--- config.mk ---
export PLATFORM = sky130hd
export DESIGN_NAME = block_lock_ctrl_flat
export DESIGN_NICKNAME = d
export VERILOG_FILES = /design/src/rtl/block_lock_ctrl_if.sv /design/src/rtl/block_lock_ctrl.sv /design/src/flat_wrapper.sv
export SDC_FILE = /design/constraint.sdc
export NUM_CORES = 1
export LEC_CHECK = 0
export ABC_AREA = 1
export CAP_MARGIN = 5
export CORE_MARGIN = 2
export CORE_UTILIZATION = 55
export CTS_CLUSTER_DIAMETER = 50
export DETAILED_ROUTE_END_ITERATION = 10
export GPL_TIMING_DRIVEN = 0
export PLACE_DENSITY = 0.79
export SYNTH_ARGS = -nofsm -noshare
export SYNTH_HDL_FRONTEND = slang
export SYNTH_SLANG_ARGS = --single-unit
export TNS_END_PERCENT = 1
--- constraint.sdc ---
create_clock -name clk -period 1.98 [get_ports clk]
set_clock_uncertainty 0.2 [all_clocks]
set_input_delay 0.297 -clock clk [delete_from_list [all_inputs] [get_ports clk]]
set_output_delay 0.297 -clock clk [all_outputs]
set_load 0.005 [all_outputs]
--- src/rtl/block_lock_ctrl_if.sv ---
// Block-lock lane bus: header stream in, slip/lock/descrambler-enable/status out.
// master = header source and status consumer, slave = the lock controller.
interface block_lock_ctrl_if #(
    parameter int ERR_W = 16
);
    logic             hdr_valid;
    logic [1:0]       sync_hdr;
    logic             cnt_clr;
    logic             slip;
    logic             block_lock;
    logic             descr_en;
    logic             hdr_err;
    logic [ERR_W-1:0] err_cnt;

    modport master (
        output hdr_valid, sync_hdr, cnt_clr,
        input  slip, block_lock, descr_en, hdr_err, err_cnt
    );

    modport slave (
        input  hdr_valid, sync_hdr, cnt_clr,
        output slip, block_lock, descr_en, hdr_err, err_cnt
    );
endinterface

--- src/rtl/block_lock_ctrl.sv ---
// 66b sync-header block-lock controller for one PCS lane: hunts via gearbox slips,
// declares/drops lock, and gates the descrambler on locked blocks.
module block_lock_ctrl #(
    parameter int LOCK_CNT  = 64,
    parameter int ERR_LIMIT = 16,
    parameter int SLIP_WAIT = 4,
    parameter int ERR_W     = 16
) (
    input  logic               clk,
    input  logic               reset_n,
    block_lock_ctrl_if.slave   bus
);
    localparam int SH_W = $clog2(LOCK_CNT + 1);
    localparam int IV_W = $clog2(ERR_LIMIT + 1);
    localparam int WT_W = (SLIP_WAIT > 1) ? $clog2(SLIP_WAIT + 1) : 1;

    typedef enum logic [1:0] {HUNT, SLIP_WT, LOCKED} state_t;

    state_t           state_q, state_d;
    logic [SH_W-1:0]  sh_cnt_q, sh_cnt_d;
    logic [IV_W-1:0]  invld_cnt_q, invld_cnt_d;
    logic [WT_W-1:0]  wait_cnt_q, wait_cnt_d;
    logic             slip_q, slip_d;
    logic             block_lock_q, block_lock_d;
    logic             hdr_err_q, hdr_err_d;
    logic [ERR_W-1:0] err_cnt_q, err_cnt_d;

    logic             hdr_ok;
    logic [SH_W-1:0]  sh_inc;
    logic [IV_W-1:0]  iv_inc;

    // 01/10 are the only legal sync headers
    assign hdr_ok = bus.sync_hdr[1] ^ bus.sync_hdr[0];
    assign sh_inc = sh_cnt_q + SH_W'(1);
    assign iv_inc = invld_cnt_q + IV_W'(1);

    always_comb begin
        state_d      = state_q;
        sh_cnt_d     = sh_cnt_q;
        invld_cnt_d  = invld_cnt_q;
        wait_cnt_d   = wait_cnt_q;
        slip_d       = 1'b0;
        block_lock_d = block_lock_q;
        hdr_err_d    = 1'b0;
        err_cnt_d    = err_cnt_q;

        unique case (state_q)
            HUNT: begin
                if (bus.hdr_valid) begin
                    if (!hdr_ok) begin
                        slip_d      = 1'b1;
                        sh_cnt_d    = '0;
                        invld_cnt_d = '0;
                        wait_cnt_d  = '0;
                        state_d     = SLIP_WT;
                    end else if (sh_inc == SH_W'(LOCK_CNT)) begin
                        block_lock_d = 1'b1;
                        sh_cnt_d     = '0;
                        invld_cnt_d  = '0;
                        state_d      = LOCKED;
                    end else begin
                        sh_cnt_d = sh_inc;
                    end
                end
            end
            SLIP_WT: begin
                // gearbox output is unsettled here, so headers are not looked at
                wait_cnt_d = wait_cnt_q + WT_W'(1);
                if (wait_cnt_q == WT_W'(SLIP_WAIT - 1)) state_d = HUNT;
            end
            LOCKED: begin
                if (bus.hdr_valid) begin
                    sh_cnt_d = sh_inc;
                    if (!hdr_ok) begin
                        invld_cnt_d = iv_inc;
                        hdr_err_d   = 1'b1;
                        if (err_cnt_q != '1) err_cnt_d = err_cnt_q + ERR_W'(1);
                    end
                    // lock loss takes priority over closing the window
                    if (!hdr_ok && iv_inc == IV_W'(ERR_LIMIT)) begin
                        block_lock_d = 1'b0;
                        slip_d       = 1'b1;
                        sh_cnt_d     = '0;
                        invld_cnt_d  = '0;
                        wait_cnt_d   = '0;
                        state_d      = SLIP_WT;
                    end else if (sh_inc == SH_W'(LOCK_CNT)) begin
                        sh_cnt_d    = '0;
                        invld_cnt_d = '0;
                    end
                end
            end
            default: state_d = HUNT;
        endcase

        if (bus.cnt_clr) err_cnt_d = '0;
    end

    always_ff @(posedge clk or negedge reset_n) begin
        if (!reset_n) begin
            state_q      <= HUNT;
            sh_cnt_q     <= '0;
            invld_cnt_q  <= '0;
            wait_cnt_q   <= '0;
            slip_q       <= 1'b0;
            block_lock_q <= 1'b0;
            hdr_err_q    <= 1'b0;
            err_cnt_q    <= '0;
        end else begin
            state_q      <= state_d;
            sh_cnt_q     <= sh_cnt_d;
            invld_cnt_q  <= invld_cnt_d;
            wait_cnt_q   <= wait_cnt_d;
            slip_q       <= slip_d;
            block_lock_q <= block_lock_d;
            hdr_err_q    <= hdr_err_d;
            err_cnt_q    <= err_cnt_d;
        end
    end

    assign bus.slip       = slip_q;
    assign bus.block_lock = block_lock_q;
    assign bus.hdr_err    = hdr_err_q;
    assign bus.err_cnt    = err_cnt_q;
    assign bus.descr_en   = bus.hdr_valid & block_lock_q;
endmodule
--- src/flat_wrapper.sv ---
// flat-port wrapper written by rule: the top's interface ports become plain ports
module block_lock_ctrl_flat 
#(
    parameter int LOCK_CNT  = 64,
    parameter int ERR_LIMIT = 16,
    parameter int SLIP_WAIT = 4,
    parameter int ERR_W     = 16
)
  (clk, reset_n, bus_hdr_valid, bus_sync_hdr, bus_cnt_clr, bus_slip, bus_block_lock, bus_descr_en, bus_hdr_err, bus_err_cnt);
  block_lock_ctrl_if #(.ERR_W(ERR_W)) bus_i ();
  input  logic clk;
  input  logic reset_n;
  input wire logic [$bits(bus_i.hdr_valid)-1:0] bus_hdr_valid;
  input wire logic [$bits(bus_i.sync_hdr)-1:0] bus_sync_hdr;
  input wire logic [$bits(bus_i.cnt_clr)-1:0] bus_cnt_clr;
  output wire logic [$bits(bus_i.slip)-1:0] bus_slip;
  output wire logic [$bits(bus_i.block_lock)-1:0] bus_block_lock;
  output wire logic [$bits(bus_i.descr_en)-1:0] bus_descr_en;
  output wire logic [$bits(bus_i.hdr_err)-1:0] bus_hdr_err;
  output wire logic [$bits(bus_i.err_cnt)-1:0] bus_err_cnt;
  assign bus_i.hdr_valid = bus_hdr_valid;
  assign bus_i.sync_hdr = bus_sync_hdr;
  assign bus_i.cnt_clr = bus_cnt_clr;
  assign bus_slip = bus_i.slip;
  assign bus_block_lock = bus_i.block_lock;
  assign bus_descr_en = bus_i.descr_en;
  assign bus_hdr_err = bus_i.hdr_err;
  assign bus_err_cnt = bus_i.err_cnt;
  block_lock_ctrl #(.LOCK_CNT(LOCK_CNT), .ERR_LIMIT(ERR_LIMIT), .SLIP_WAIT(SLIP_WAIT), .ERR_W(ERR_W)) u_core (.clk(clk), .reset_n(reset_n), .bus(bus_i));
endmodule
==> reports/qor.csv <==
stage;metric;value;unit
status;outcome;complete, no violations;
power;irDropWorstVdd;847.6;uV
drt;routed_wirelength;4635;um
finish;fin_nets;339;
clocking;clk_pin_slew_worst_paths;70;ps
clocking;clk_path_buf_depth;2;
worst_setup_path;critical_path.max_stage_delay;540;ps
floorplanning;die_area;0.004458;mm2
sta;slew_violations;0;
worst_setup_path;crit_chain;clkdlybuf4s50_1 -> nand2_1 -> inv_1 -> clkdlybuf4s50_1;
clocking;cts_made_buffers;5;
floorplanning;fp.dieW;66.77;um
sta;whs;297.2;ps
worst_setup_path;worstPathArrival;1430;ps
synth;post_synth_num_cell_types;30;
clocking;h-tree-depth;2;
worst_setup_path;crit_path_max_fanout;3;
floorplanning;num_rows;22;
grt;grt_overflow_total;0;
floorplanning;initial_core_util;58.32;%
worst_setup_path;cp-end-kind;output port;
worst_setup_path;path_class;in -> out;
drt;antenna_left;0;
clocking;clock_sinks;36;
sta;finalCritPeriodShare;97.45;%
power;p_per_area;845.6;mW/mm2
drt;wl_per_cell;12.33;um
synth;netlist_area;0.002167;mm2
placed_design;place.gp.congestion;0.8303;
sta;maxSlewHeadroom;47.24;%
clocking;ctsRootBufferMaster;clkbuf_8;
finish;drive_above_1_share;12.20;%
finish;antennaDiodeCount;0;
placed_design;dp_hpwl;3280;um
clocking;cts_tree;done;
worst_setup_path;critical_path.top_delay_family;buffers and inverters;
grt;grtUsageTotal;23.64;%
sta;setup_viol;0;
finish;most-common-layout-cells;nand2_1 (83), inv_1 (39), dfrtp_1 (33);
worst_setup_path;slowest_stage;clkdlybuf4s50_1;
synth;yosysSeqAreaShare;41.57;%
grt;antenna_found_initial;0;
floorplanning;die_h;66.77;um
sta;final_hold_viol_count;0;
worst_setup_path;cp_common_cell;clkdlybuf4s50_1;
clocking;clkLatencyLatePin;290;ps
sta;rsz0062_at_grt;yes;
worst_setup_path;critPathBufInv;3;
finish;syn_to_final_growth;22.11;%
clocking;postCtsSetupBuffers;0;
drt;vias;1986;
hold_path;hold_path.class;reg -> reg;
worst_setup_path;required;1480;ps
synth;ys_warn_count;0;
sta;tightest_slew;791.3;ps
synth;syn_nets;306;
sta;fmax;518.3;MHz
drt;first_pass_iters;4;
finish;final_core_util;71.21;%
floorplanning;pin_count;26;
drt;drc;0;
placed_design;port_buffers;25;
floorplanning;core_area;0.003716;mm2
synth;synthCells;294;
sta;timing.final.crit_period;1930;ps
grt;grt_pass1_vias;1848;
synth;yosys_register_bits;36;
drt;drtIter0Drc;127;
power;leakagePower;1.202;nW
finish;final_common_cell;nand2_1;
drt;viasPerCell;5.282;
grt;grt_first_pass_wirelength;8086;um
worst_setup_path;start_kind;input pin;
job;cap_violations;0;
synth;postSynthAreaPerCell;7.371;um2
grt;grt_max_degree;37;
cells by family after synthesis:
logic type	after synthesis	share of synthesized area, %
fa+ha+maj	6	3.464
compound gates	32	8.141
xor+xnor	4	1.617
simple gates	170	35.97
flops	36	41.57
buf+inv	46	9.237
cell type report:
class	instances	area, um2
multi-input cells	212	1099
fillers	324	1070
flip-flops and latches	36	904.6
repair buffers	26	255.2
inverters	40	150.1
clock buffers	7	96.34
well taps	48	60.06
plain buffers	6	51.30
clock inverters	1	30.03
worst reg2reg max path, stage by stage (launching register included):
cell,delay [ps]
dfrtp_2,440
ha_1,250
nand2_1,80
nand2_1,60
nor2_1,120
nand3_2,110
nand2_2,100
nand4_1,160
nand2_1,100
o21ai_0,100
state kept, by name, indices dropped and copies added (netlist names):
signal	flops
u_core.bus.slip	1
u_core.bus.hdr_err	1
u_core.state_q	2
u_core.wait_cnt_q	3
u_core.sh_cnt_q	7
u_core.bus.block_lock	1
u_core.invld_cnt_q	5
u_core.bus.err_cnt	16
per-stage QoR:
step	instance area, um2	power (W)	setup TNS, ps	instances	setup WS (ps)
after global routing	2646	0.002392	-10.50	376	-10.50
after detailed placement	2472	0.001504	-3288	367	-213.5
final	2646	0.002238	0	376	50.48
after floorplan	2167	0.001341	0	294	251.3
after global placement	2477	0.001481	-17330	367	-395.3
after CTS	2611	0.002223	0	376	41.53
cell usage after synthesis:
cell type / n / share of area (%)
buf_4: 1 / 0.35
xor2_1: 3 / 1.2
nor2_1: 27 / 4.7
nor2_2: 2 / 0.58
nand2_1: 87 / 15
nor3b_1: 2 / 0.69
ha_1: 6 / 3.5
nand3_2: 1 / 0.46
nor3_2: 2 / 0.92
nand4_1: 15 / 4.3
or2_4: 1 / 0.40
buf_6: 3 / 1.6
nor3_1: 6 / 1.4
nand2_2: 2 / 0.58
clkbuf_1: 1 / 0.17
nand2_4: 2 / 1.0
o21ai_2: 1 / 0.40
o31ai_2: 1 / 0.58
o22ai_1: 4 / 1.2
inv_2: 1 / 0.17
nor2_4: 1 / 0.52
xnor2_1: 1 / 0.40
buf_2: 1 / 0.23
dfrtp_1: 36 / 42
nand3b_1: 2 / 0.69
o21ai_1: 2 / 0.46
nand3_1: 20 / 4.6
a21oi_1: 8 / 1.8
inv_1: 39 / 6.8
o21ai_0: 16 / 3.7
power by group:
part | leakage, nW | total, W | switching [W] | internal (W)
registers | 0.482 | 0.000946 | 0.000105 | 0.000841
logic | 0.655 | 0.000588 | 0.000372 | 0.000215
clock network | 0.0645 | 0.000704 | 0.000260 | 0.000444
per-layer routing:
metal / up-vias / global-route usage, % / share of wire [%]
li1: 1017 / - / -
met5: - / 0 / 0
met1: 932 / 32.87 / 49
met2: 30 / 37.75 / 46
met4: 0 / 7.653 / 1.3
met3: 7 / 3.547 / 3.6
worst paths after layout:
check,from,to,slack [ps],cells past startpoint
max,bus_hdr_valid,bus_descr_en,50,4
min,u_core.wait_cnt_q[2],u_core.wait_cnt_q[2],300,2
max reg2reg,u_core.invld_cnt_q[0],u_core.wait_cnt_q[0],130,9
min reg2reg,u_core.wait_cnt_q[2],u_core.wait_cnt_q[2],300,2
max in group asynchronous,reset_n,u_core.invld_cnt_q[0],590,2
min in group asynchronous,reset_n,u_core.sh_cnt_q[3],430,2
what timing repair did:
action	CTS	global route
resized for setup	1	14
hold endpoints to repair	36	0
setup endpoints to repair	1	33
hold buffers	1	0
Power figures use the tool's default switching activity.
